### src/rtl/eth_test_pkg.sv
// Shared definitions for the delay-test frame generator.
// - Header byte offsets and the legal frame-length range (bytes, FCS excluded).
// - FSM state encoding.
// - byte_at(): the frame byte at a given index.
//   The 14-byte DA/SA/ethertype header is passed in, so MAC and ethertype
//   overrides on the top module take effect.
package eth_test_pkg;

  localparam int OFS_SEQ = 14;
  localparam int OFS_TS  = 18;
  localparam int OFS_PAD = 26;

  localparam int DEF_MIN_LEN = 60;
  localparam int DEF_MAX_LEN = 1514;

  typedef enum logic [1:0] {ST_IDLE, ST_FRAME, ST_GAP} state_t;

  // Header fields go out MSB first; the sequence number and the timestamp are
  // big-endian; the padding repeats the low byte of the index.
  function automatic logic [7:0] byte_at(input logic [10:0]  idx,
                                         input logic [31:0]  seq,
                                         input logic [63:0]  ts,
                                         input logic [111:0] hdr);
    int             i;
    logic [111:0]   h;
    logic [31:0]    s;
    logic [63:0]    t;
    i = int'(idx);
    if (i < OFS_SEQ) begin
      h = hdr >> (8 * (OFS_SEQ - 1 - i));
      return h[7:0];
    end else if (i < OFS_TS) begin
      s = seq >> (8 * (OFS_TS - 1 - i));
      return s[7:0];
    end else if (i < OFS_PAD) begin
      t = ts >> (8 * (OFS_PAD - 1 - i));
      return t[7:0];
    end
    return idx[7:0];
  endfunction

endpackage

### src/rtl/eth_test_gap_cnt.sv
// Loadable down-counter that times the inter-frame gap.
// Ports:
//   clk, srst_n     clock, synchronous active-low reset
//   load, load_val  load the gap length (takes priority over en)
//   en              count down one step per cycle while in the gap
//   done            the current cycle is the last gap cycle
module eth_test_gap_cnt #(
  parameter int W = 16
) (
  input  logic         clk,
  input  logic         srst_n,
  input  logic         load,
  input  logic [W-1:0] load_val,
  input  logic         en,
  output logic         done
);

  logic [W-1:0] cnt_q;

  always_ff @(posedge clk) begin
    if (!srst_n)                     cnt_q <= '0;
    else if (load)                   cnt_q <= load_val;
    else if (en && (cnt_q != '0))    cnt_q <= cnt_q - W'(1);
  end

  // The counter is loaded with N > 0 and done fires while it holds 1.
  // This gives exactly N gap cycles.
  assign done = (cnt_q <= W'(1));

endmodule

### src/rtl/eth_test_frame_gen.sv
// Delay-test Ethernet frame generator.
// Streams DA..padding byte-wise into the MAC TX Avalon-ST sink; the MAC adds
// the preamble and the FCS.
// Each frame carries a sequence number and the value of timestamp_i taken on
// the cycle its first byte is first presented.
// Ports:
//   clk_125m_i, srst_n_i    MAC TX clock, synchronous active-low reset
//   start_i, stop_i         burst control pulses
//   frame_cnt_i (0 = run continuously), frame_len_i, gap_i
//                           burst configuration, latched at start
//   timestamp_i             free-running time counter
//   busy_o, sent_cnt_o      burst status
//   tx_*                    Avalon-ST source (data/valid/sop/eop, ready in)
module eth_test_frame_gen
  import eth_test_pkg::*;
#(
  parameter logic [47:0] DST_MAC   = 48'hFFFF_FFFF_FFFF,
  parameter logic [47:0] SRC_MAC   = 48'h0200_0000_0001,
  parameter logic [15:0] ETHERTYPE = 16'h88B5,
  parameter int          MIN_LEN   = DEF_MIN_LEN,
  parameter int          MAX_LEN   = DEF_MAX_LEN
) (
  input  logic        clk_125m_i,
  input  logic        srst_n_i,
  input  logic        start_i,
  input  logic        stop_i,
  input  logic [31:0] frame_cnt_i,
  input  logic [10:0] frame_len_i,
  input  logic [15:0] gap_i,
  input  logic [63:0] timestamp_i,
  output logic        busy_o,
  output logic [31:0] sent_cnt_o,
  output logic [7:0]  tx_data_o,
  output logic        tx_valid_o,
  input  logic        tx_ready_i,
  output logic        tx_sop_o,
  output logic        tx_eop_o
);

  localparam logic [10:0]  LEN_LO = 11'(MIN_LEN);
  localparam logic [10:0]  LEN_HI = 11'(MAX_LEN);
  localparam logic [111:0] HDR    = {DST_MAC, SRC_MAC, ETHERTYPE};

  state_t      state_q, state_d;
  logic [31:0] cnt_q, seq_q, sent_q;
  logic [15:0] gap_q;
  logic [10:0] len_q, idx_q, len_clamp;
  logic [63:0] ts_q;
  logic        stop_q, ts_pend_q;
  logic        xfer, last, eop_xfer, burst_done, stop_any, gap_done, gap_load;

  assign len_clamp  = (frame_len_i < LEN_LO) ? LEN_LO :
                      (frame_len_i > LEN_HI) ? LEN_HI : frame_len_i;
  assign xfer       = tx_valid_o & tx_ready_i;
  assign last       = (idx_q == len_q - 11'd1);
  assign eop_xfer   = xfer & last;
  // The frame now completing is the frame_cnt-th frame of the burst.
  assign burst_done = (cnt_q != '0) && (({1'b0, sent_q} + 33'd1) == {1'b0, cnt_q});
  // A stop pulse that lands on the deciding cycle counts as pending.
  assign stop_any   = stop_q | stop_i;
  assign gap_load   = eop_xfer & (state_d == ST_GAP);

  eth_test_gap_cnt #(.W(16)) u_gap (
    .clk      (clk_125m_i),
    .srst_n   (srst_n_i),
    .load     (gap_load),
    .load_val (gap_q),
    .en       (state_q == ST_GAP),
    .done     (gap_done)
  );

  // State register
  always_ff @(posedge clk_125m_i) begin
    if (!srst_n_i) state_q <= ST_IDLE;
    else           state_q <= state_d;
  end

  // Next-state logic
  always_comb begin
    state_d = state_q;
    case (state_q)
      ST_IDLE:  if (start_i) state_d = ST_FRAME;
      ST_FRAME: if (eop_xfer) begin
                  if (burst_done || stop_any) state_d = ST_IDLE;
                  else if (gap_q != '0)       state_d = ST_GAP;
                  else                        state_d = ST_FRAME;
                end
      ST_GAP:   if (gap_done) state_d = stop_any ? ST_IDLE : ST_FRAME;
      default:  state_d = ST_IDLE;
    endcase
  end

  // Outputs: data, sop and eop are functions of registered state only, so
  // they hold while the sink stalls.
  always_comb begin
    tx_valid_o = (state_q == ST_FRAME);
    busy_o     = (state_q != ST_IDLE);
    tx_data_o  = tx_valid_o ? byte_at(idx_q, seq_q, ts_q, HDR) : 8'h00;
    tx_sop_o   = tx_valid_o && (idx_q == 11'd0);
    tx_eop_o   = tx_valid_o && last;
  end

  assign sent_cnt_o = sent_q;

  // Burst configuration, counters and timestamp capture
  always_ff @(posedge clk_125m_i) begin
    if (!srst_n_i) begin
      cnt_q     <= '0;
      gap_q     <= '0;
      len_q     <= '0;
      idx_q     <= '0;
      seq_q     <= '0;
      sent_q    <= '0;
      ts_q      <= '0;
      stop_q    <= 1'b0;
      ts_pend_q <= 1'b0;
    end else begin
      if (state_q == ST_IDLE && start_i) begin
        cnt_q  <= frame_cnt_i;
        gap_q  <= gap_i;
        len_q  <= len_clamp;
        idx_q  <= '0;
        seq_q  <= '0;
        sent_q <= '0;
      end else if (eop_xfer) begin
        idx_q  <= '0;
        seq_q  <= seq_q + 32'd1;
        if (sent_q != '1) sent_q <= sent_q + 32'd1;
      end else if (xfer) begin
        idx_q  <= idx_q + 11'd1;
      end

      stop_q <= (state_d == ST_IDLE) ? 1'b0 : (stop_q | stop_i);

      // ts_pend marks the first presented cycle of each frame. Back-to-back
      // frames also start a new frame, although the state stays FRAME.
      if ((state_d == ST_FRAME) && ((state_q != ST_FRAME) || eop_xfer))
        ts_pend_q <= 1'b1;
      else if (state_q == ST_FRAME)
        ts_pend_q <= 1'b0;

      if (state_q == ST_FRAME && ts_pend_q) ts_q <= timestamp_i;
    end
  end

endmodule

### config.mk
export PLATFORM = sky130hd
export DESIGN_NAME = eth_test_frame_gen
export DESIGN_NICKNAME = d
export VERILOG_FILES = /design/src/rtl/eth_test_pkg.sv /design/src/rtl/eth_test_gap_cnt.sv /design/src/rtl/eth_test_frame_gen.sv
export SDC_FILE = /design/constraint.sdc
export NUM_CORES = 1
export LEC_CHECK = 0
export ABC_AREA = 1
export BUFFER_PORTS_ARGS = -buffer_cell sky130_fd_sc_hd__buf_4
export CAP_MARGIN = 15
export CELL_PAD_IN_SITES_DETAIL_PLACEMENT = 1
export CELL_PAD_IN_SITES_GLOBAL_PLACEMENT = 1
export CORE_MARGIN = 1.5
export CORE_UTILIZATION = 30
export DETAILED_ROUTE_END_ITERATION = 16
export GPL_ROUTABILITY_DRIVEN = 0
export HOLD_SLACK_MARGIN = 0.02
export PLACE_DENSITY = 0.69
export SLEW_MARGIN = 20
export SYNTH_ARGS = -nofsm -noshare
export SYNTH_HDL_FRONTEND = slang
export SYNTH_HIERARCHICAL = 1
export SYNTH_SLANG_ARGS = --single-unit
export TNS_END_PERCENT = 1
### constraint.sdc
create_clock -name clk_125m_i -period 5.6 [get_ports clk_125m_i]
set_input_delay 0.28 -clock clk_125m_i [delete_from_list [all_inputs] [get_ports clk_125m_i]]
set_output_delay 0.28 -clock clk_125m_i [all_outputs]
set_load 0.01 [all_outputs]
==> metrics.txt <==
critical path's top delay family simple AND/OR/NAND/NOR gates; combined area of the multi-input logic cells 7300 µm²; headroom to the max-slew limit 32.6%; post-synth net total 2115; average wire per standard cell 17.5 µm; GR Util All Layers 22.0%; Hold WS 0.0371 ns; wire length of the first global-routing pass 78100 µm; full die area 43800 µm²; Buf+Inv Stages, Crit Path 3; setup tns final 0 ns; Hold/Removal Path Class input port to flip-flop; post-CTS clock slew at the launch and capture registers of the worst setup and hold paths 0.06 ns; clock tree from TritonCTS yes; ranking of synthesized cells by instance count 449 x nand2_1, 259 x nor2_1, 218 x dfxtp_1, 188 x a21oi_1, 182 x inv_1; Syn Std Cell Area 12800 µm²; initial antenna violation count 0; Final Max Tran Viols 0; final worst-path cycle share 76.3%; critical path capture point type primary output; DRC Markers 0; number of sinks on the clock net 218; Synth Warn # 6; worst-path cell with the longest stage delay ha_1; core area 41900 µm²; min cycle time layout 4.27 ns; vias in the first global route 14500; number of flip-flops and latches in the synthesized netlist 218; Area contributors post-synth dfxtp_1 34%, nand2_1 13%, nor2_1 7.6%; number of distinct standard cells referenced by the synthesized netlist 55; number of enable flip-flop cells after synthesis 0; final setup slack of the worst path 1.33 ns; detailed-routing iteration count for the pre-antenna-repair pass 5; H-tree level count 1; upper clock frequency limit 234 MHz; global-route congestion overflow total 0; Reg area 4370 µm²; boundary pin count 172; Detailed Route Iter0 Violations 730; number of rows created at floorplan 75; Final setup viols 0; Synth top area share 34.2%; average cell area after synthesis 6.45 µm²; total vias in the final route 14000; half-perimeter wire length after detailed placement 34400 µm; setup skew after layout 0.0230 ns; count of input and output buffers 171; highest cell delay on the worst timing path 0.57 ns; cells along the critical path buf_4 -> clkinv_1 -> ha_1 -> nor3_1 -> nand3_1 -> a2111oi_4 -> o21ai_0 -> nand3_1 -> a21oi_1 -> nor3_1 -> buf_4; maximum number of buffers from clock root to sink 3; share of final-layout standard cells stronger than drive strength 1 13.3%; classification of the worst setup path flip-flop to primary output; post-route antenna net violation count 0; # nets final 2340; pre-CTS setup slack 1.68 ns; most frequent cell after synthesis nand2_1; Horiz. Die Dim 209 µm; total of fill cells in the finished design 5354; total wire length 48400 µm; endpoints failing hold 0; detail-routed via count per cell 5.07; post-layout util 39.3%; Slew @ Worst Pin 1.01 ns; outcome finished clean; CTS buffer count 28; setup bufs post-CTS 0; cell taking the most area after synthesis dfxtp_1; Max Fanout on Critical Path 34; vertical extent of the die 209 µm; CTS Root Cell clkbuf_16; Leakage Power 6.64 nW; clk_lat worst skew 0.58 ns; area added between synthesis and finish 29.1%; Worst Path Required 5.32 ns; post-CTS sizing 0; arrival time of the worst setup path 3.99 ns; Post-Syn Instances 1978; Final Instance Area 16500 µm²; dominant synthesized flop cell dfxtp_1; IR Drop Worst-Case VDD 0.208 mV; sort of element at the start of the critical path flip-flop; max-cap check violation count 0; FFs w/ async S/R, synth 0%; sequential element share of the synthesized area 34.2%; standard cell area after detailed placement 14400 µm²; number of buffers inserted by hold repair at cts 100; power density cells 253 nW/µm²; largest net degree at the start of global routing 105; starting density of the core 30.4%; setup repair after global routing missed its margin no
==> cell usage in the layout (no fill, tap or decap), types with 23 or more instances in the layout <==
master	Yosys	final
inv_1	182	182
dfxtp_1	218	217
nand3_1	152	152
nand2_1	449	447
dlygate4sd3_1	0	101
xor2_1	42	42
o21ai_0	174	174
nor3_1	23	23
nor2_1	259	257
clkbuf_16	0	28
a21oi_1	188	188
buf_4	3	185
==> layer usage <==
layer  vias to the layer above  routed length [µm]  track usage (%)
met5                         -                   0                0
met4                         0                 935             4.85
met3                        57                2030             2.90
met2                       261               23600             39.1
met1                      6732               21800             28.2
li1                       6941                   -                -
==> worst register-to-register path, delay by kind of cell, from the launching register on <==
kind          cells  cell delay, ns
fa+ha+maj         1            0.25
buf+inv           3            0.94
flops             1            0.47
simple gates     18            2.26
==> cell type report <==
class / count / area share, %
flip-flops and latches: 218 / 26.5
inverters: 190 / 4.33
repair buffers: 286 / 14.6
multi-input cells: 1479 / 44.3
clock inverters: 13 / 1.39
clock buffers: 36 / 4.74
well taps: 539 / 4.10
diodes: 1 / 0.0152
==> state kept, by name, indices dropped and copies added (netlist names) <==
register	cells
state_q	2
len_q	11
sent_cnt_o	32
gap_q	16
idx_q	11
stop_q	1
cnt_q	32
ts_pend_q	1
seq_q	32
u_gap/cnt_q	16
ts_q	64
==> worst paths after layout <==
path                            cells past startpoint             end       startpoint  slack [ns]
worst min-delay path                                3        ts_q[10]  timestamp_i[10]        0.04
worst max register to register                     22  u_gap/cnt_q[1]    sent_cnt_o[0]        1.62
worst min register to register                      2        ts_q[35]         ts_q[35]        0.45
worst max-delay path                               11    tx_data_o[3]         idx_q[1]        1.33
==> where the power goes <==
part	total (W)	switching [W]	leakage [nW]	internal, W
registers	0.00166	0.0000472	1.77	0.00161
logic	0.000525	0.000299	4.37	0.000225
clock network	0.00199	0.000735	0.496	0.00125
total	0.00417	0.00108	6.64	0.00309
==> logic make-up after synthesis <==
kind of cell / count (synthesis) / synth area share, %
flops: 218 / 34.2
fa+ha+maj: 9 / 0.883
compound gates: 445 / 18.9
simple gates: 965 / 32.7
mux: 1 / 0.0785
xor+xnor: 59 / 4.50
buf+inv: 281 / 8.70
==> stage by stage <==
stage	total power (W)	cells
floorplan	0.00195	1978
global placement	0.00214	2611
detailed placement	0.00216	2611
CTS	0.00421	2760
global route	0.00434	2761
finish	0.00417	2762
(Power assumes the default switching activity.)
